### config.mk
export PLATFORM = sky130hd
export DESIGN_NAME = ps2_rx_fifo
export DESIGN_NICKNAME = d
export VERILOG_FILES = /design/src/rtl/ps2_rx_fifo.sv
export SDC_FILE = /design/constraint.sdc
export NUM_CORES = 1
export LEC_CHECK = 0
export BUFFER_PORTS_ARGS = -buffer_cell sky130_fd_sc_hd__buf_4
export CAP_MARGIN = 30
export CELL_PAD_IN_SITES_DETAIL_PLACEMENT = 1
export CELL_PAD_IN_SITES_GLOBAL_PLACEMENT = 2
export CORE_MARGIN = 4
export CORE_UTILIZATION = 30
export CTS_CLUSTER_DIAMETER = 100
export CTS_CLUSTER_SIZE = 10
export DETAILED_ROUTE_END_ITERATION = 6
export GPL_TIMING_DRIVEN = 0
export MAX_ROUTING_LAYER = met4
export PLACE_DENSITY_LB_ADDON = 0.1
export SYNTH_ARGS = -nofsm -noshare
export SYNTH_HDL_FRONTEND = slang
export SYNTH_SLANG_ARGS = --single-unit
### constraint.sdc
create_clock -name clk -period 7.2 [get_ports clk]
set_input_delay 1.08 -clock clk [delete_from_list [all_inputs] [get_ports clk]]
set_output_delay 1.08 -clock clk [all_outputs]
set_load 0.005 [all_outputs]
### src/rtl/ps2_rx_fifo.sv
// PS/2 device-to-host receiver: synchronises raw pins, deframes 11-bit frames
// and queues scan-code bytes in a small FIFO popped via ready/nextdata_n.
module ps2_rx_fifo #(
  parameter int unsigned DEPTH_LOG2 = 3,
  parameter int unsigned TIMEOUT    = 100000
) (
  input  logic       clk,
  input  logic       rst,
  input  logic       ps2_clk,
  input  logic       ps2_data,
  input  logic       nextdata_n,
  output logic [7:0] data,
  output logic       ready,
  output logic       overflow,
  output logic       frame_err
);

  localparam int unsigned DEPTH = 1 << DEPTH_LOG2;
  localparam int unsigned PW    = DEPTH_LOG2 + 1;
  localparam int unsigned TW    = $clog2(TIMEOUT + 1);

  logic [2:0]    clk_sync;
  // Data is only ever read at stage 2, so a third stage would be unobservable.
  logic [1:0]    dat_sync;
  logic [3:0]    bit_cnt;
  logic [9:0]    shreg;
  logic [TW-1:0] to_cnt;
  logic [PW-1:0] wptr;
  logic [PW-1:0] rptr;
  logic [7:0]    mem [DEPTH];

  logic fall;
  logic sample;
  logic frame_done;
  logic frame_ok;
  logic push;
  logic pop;
  logic empty;
  logic full;
  logic wr_en;
  logic timeout_hit;

  assign fall        = !clk_sync[1] && clk_sync[2];
  assign sample      = dat_sync[1];
  assign frame_done  = fall && (bit_cnt == 4'd10);
  assign frame_ok    = !shreg[0] && (^shreg[9:1]) && sample;
  assign push        = frame_done && frame_ok;
  assign timeout_hit = !fall && (bit_cnt != 4'd0) && (to_cnt == TW'(TIMEOUT - 1));

  assign empty = (wptr == rptr);
  assign full  = (wptr[PW-1] != rptr[PW-1]) &&
                 (wptr[PW-2:0] == rptr[PW-2:0]);
  assign ready = !empty;
  assign pop   = !nextdata_n && !empty;
  // A full FIFO still accepts a byte when the head leaves in the same cycle.
  assign wr_en = push && (!full || pop);
  assign data  = empty ? 8'h00 : mem[rptr[DEPTH_LOG2-1:0]];

  // Pin synchronisers, deframer and inter-bit timeout
  always_ff @(posedge clk) begin
    if (rst) begin
      clk_sync  <= '1;
      dat_sync  <= '1;
      bit_cnt   <= 4'd0;
      shreg     <= '0;
      to_cnt    <= '0;
      frame_err <= 1'b0;
    end else begin
      clk_sync  <= {clk_sync[1:0], ps2_clk};
      dat_sync  <= {dat_sync[0], ps2_data};
      frame_err <= 1'b0;
      if (fall) begin
        to_cnt <= '0;
        shreg  <= {sample, shreg[9:1]};
        if (bit_cnt == 4'd10) begin
          bit_cnt   <= 4'd0;
          frame_err <= !frame_ok;
        end else begin
          bit_cnt <= bit_cnt + 4'd1;
        end
      end else if (bit_cnt != 4'd0) begin
        if (timeout_hit) begin
          bit_cnt   <= 4'd0;
          to_cnt    <= '0;
          frame_err <= 1'b1;
        end else begin
          to_cnt <= to_cnt + TW'(1);
        end
      end
    end
  end

  // FIFO pointers and sticky overflow
  always_ff @(posedge clk) begin
    if (rst) begin
      wptr     <= '0;
      rptr     <= '0;
      overflow <= 1'b0;
    end else begin
      if (wr_en) wptr <= wptr + PW'(1);
      if (pop) rptr <= rptr + PW'(1);
      if (push && full && !pop) overflow <= 1'b1;
    end
  end

  always_ff @(posedge clk) begin
    if (wr_en) mem[wptr[DEPTH_LOG2-1:0]] <= shreg[8:1];
  end

endmodule

==> reports/metrics.cfg <==
[cts]
cts_sinks=113
cts_resized=0
htree_levels=4
path_clk_slew_ns=0.05
cts_buffers=17
cts_setup_buffers=0
clock_latency_ns=0.41
clockBufferDepth=2
cts_tree=built
root_buffer=clkbuf_16
hold_buffers=0

[floorplan]
die-area_um2=18100
rows=46
initial_core_util=0.304
die_w_um=135
io_pins=16
die_h_um=135
core_region_area_um2=15800

[finish]
nFillCells=1690
stdcell_count=634
syn_to_final_growth_pct=19.9
multi_input_area_um2=1810
antenna_cells=0
seq_area_um2=2900
drive_gt1_frac=0.211
finalNetCount=416

[setup_path]
critical-path-max-stage-delay_ns=0.54
cp_cell_sequence=clkbuf_1, clkbuf_1, mux4_2, mux2i_1, nor2_1, buf_4
cp_common_cell=clkbuf_1
cp_num_buf_inv=3
cp-end-kind=output port
critical_path_arrival_ns=2.39
slowest_stage=clkbuf_1
cp.required_ns=6.12
crit_type=flop to output port
cp-start-kind=flop
cp_max_fo=10
cpLargestDelayFamily=buffers and inverters

[routing]
drc=0
first_pass_iters=4
ant_nets=0
dr_total_vias=2881
via_per_inst=4.54
routed_wl_um=10300
drt_iter0_markers=111
wl_per_cell_um=16.2

[sta]
finalSetupViolations=0
finalCriticalPeriod_ns=3.47
slew_viol_final=0
slew_headroom=0.534
tightest_slew_ns=0.694
finalSetupTns_ns=0
fmax_mhz=288
skew_ns=0.00455
fin_crit_sh=0.482
rsz0062_at_grt=false
finalHoldViolCount=0

[pwr]
p_int_w=0.00119
combinationalPowerShare=0.014
p_clk_frac=0.535
p_switching_w=0.000315
switching_share=0.209
p_seq_frac=0.452
ir_drop_mv=0.163
cellPowerDensity_nw_per_um2=260
cellLeakagePower_nw=1.91

[yosys]
synth-edff-count=64
syn_area_um2=4820
async_flop_share=0
synth_cell_types=51
syn_nets=382
synthCells=371
synth_area_per_cell_um2=13.0
synth_warnings=0
ys_ff_latch=113
ys_seq_area_frac=0.603
synthFlopType=edfxtp_1

[placement]
dp.cells=602
dpl.hpwl_um=6990
io_buffer_count=14
place.gp.congestion=0.692

[flow_run]
cap_violations=0

[global_routing]
grt_pass1_wl_um=16800
grt_max_degree=17
antenna_found_initial=0
grtUsageTotal=0.128
first_global_vias=3045
overflow=0

[run_status]
outcome=complete, no violations

[worst_hold_path]
hold_class=flop to flop

-- synthesized netlist by cell type (2+ instances only) --
master	instances	area [um2]
edfxtp_1	64	1920
dfxtp_1	49	981
nor2_1	37	139
nand2_1	30	113
xnor2_1	19	166
mux4_2	16	360
a21oi_1	15	75.1
nand3_1	14	70.1
nor3_1	11	55.1
clkbuf_1	10	37.5
xor2_1	9	78.8
mux2i_1	8	80.1
buf_2	7	35.0
inv_1	7	26.3
ha_1	6	75.1
nor4_1	6	37.5
or2_2	6	37.5
nor2b_1	5	31.3
a31oi_1	4	25.0
and3_1	3	18.8
and4_1	3	26.3
and4b_1	3	30.0
nand4_1	3	18.8
o21ai_0	3	15.0
and4bb_1	2	25.0
mux2_4	2	30.0
nand2b_1	2	12.5
nand3b_1	2	15.0
nor3b_1	2	15.0
or4_1	2	15.0
-- metal layers --
layer,GRT usage,wire length (um),up-vias
li1,-,-,1428
met1,0.158,4830,1415
met2,0.199,5050,24
met3,0.0328,214,14
met4,0.0560,199,0
met5,-,0,-
-- flip-flops by register name, indices dropped and copies added, names as in the netlist, named ones only --
signal	cells
to_cnt	17
shreg	10
rptr	4
frame_err	1
dat_sync	2
overflow	1
mem	64
wptr	4
clk_sync	3
bit_cnt	4
-- cells in the final DEF, fill, tap and decap left out, drive strengths merged, types with 9 or more instances in the layout --
cell	n
edfxtp	64
dfxtp	49
nor2	37
nand2	30
clkbuf	27
buf	24
xnor2	19
mux4	16
a21oi	16
nand3	14
nor3	12
xor2	9
-- worst register-to-register path, stage by stage (launching register included) --
cell	delay, ns
dfxtp_1	0.56
xnor2_1	0.20
xor3_2	0.52
xnor2_1	0.20
nor3_2	0.34
and4bb_1	0.58
-- path summary, 6_finish.rpt --
check,slack (ns),to,start,depth (start not counted)
setup / recovery,3.73,data[0],flop,6
hold / removal,0.42,clk_sync[1]$_SDFF_PP1_,clk_sync[0]$_SDFF_PP1_,1
setup reg to reg,4.43,mem[2][2]$_DFFE_PP_,shreg[4]$_SDFFE_PP0P_,5
hold reg to reg,0.42,clk_sync[1]$_SDFF_PP1_,clk_sync[0]$_SDFF_PP1_,1
-- cell families after synthesis --
group                    share of synthesized area
XOR/XNOR                                    0.0657
multiplexers                                0.0977
adder cells (fa/ha/maj)                     0.0156
buffers and inverters                       0.0236
flip-flops                                   0.603
AO/OA/AOI/OAI                               0.0405
AND/OR/NAND/NOR                              0.154
-- power groups by stage --
stage	Clock (W)	Combinational, W	Sequential (W)
finish	0.000804	0.0000203	0.000679
global route	0.000856	0.0000234	0.000679
detailed placement	0	0.0000212	0.000693
global placement	0	0.0000210	0.000693
floorplan	0	0.0000139	0.000692
CTS	0.000827	0.0000213	0.000679
-- metrics by stage --
stage | area [um2] | util | worst slack [ns] | hold WS (ns) | power [W]
3_3_place_gp | 5190 | 0.328 | 3.41 | 0.395 | 0.000714
5_1_grt | 5770 | 0.365 | 3.51 | 0.426 | 0.00156
2_1_floorplan | 4820 | - | 4.60 | 0.389 | 0.000706
6_report | 5770 | 0.365 | 3.73 | 0.417 | 0.00150
3_5_place_dp | 5200 | 0.329 | 4.03 | 0.403 | 0.000714
4_1_cts | 5770 | 0.365 | 3.58 | 0.419 | 0.00153
-- layout make-up --
class / count / area share
sequential: 113 / 0.503
multi-input combinational: 232 / 0.313
clock buffer: 17 / 0.0737
tap: 216 / 0.0468
clock inverter: 15 / 0.0249
timing repair buffer: 15 / 0.0195
buffer: 19 / 0.0152
inverter: 7 / 0.00455
(Power assumes the default switching activity.)
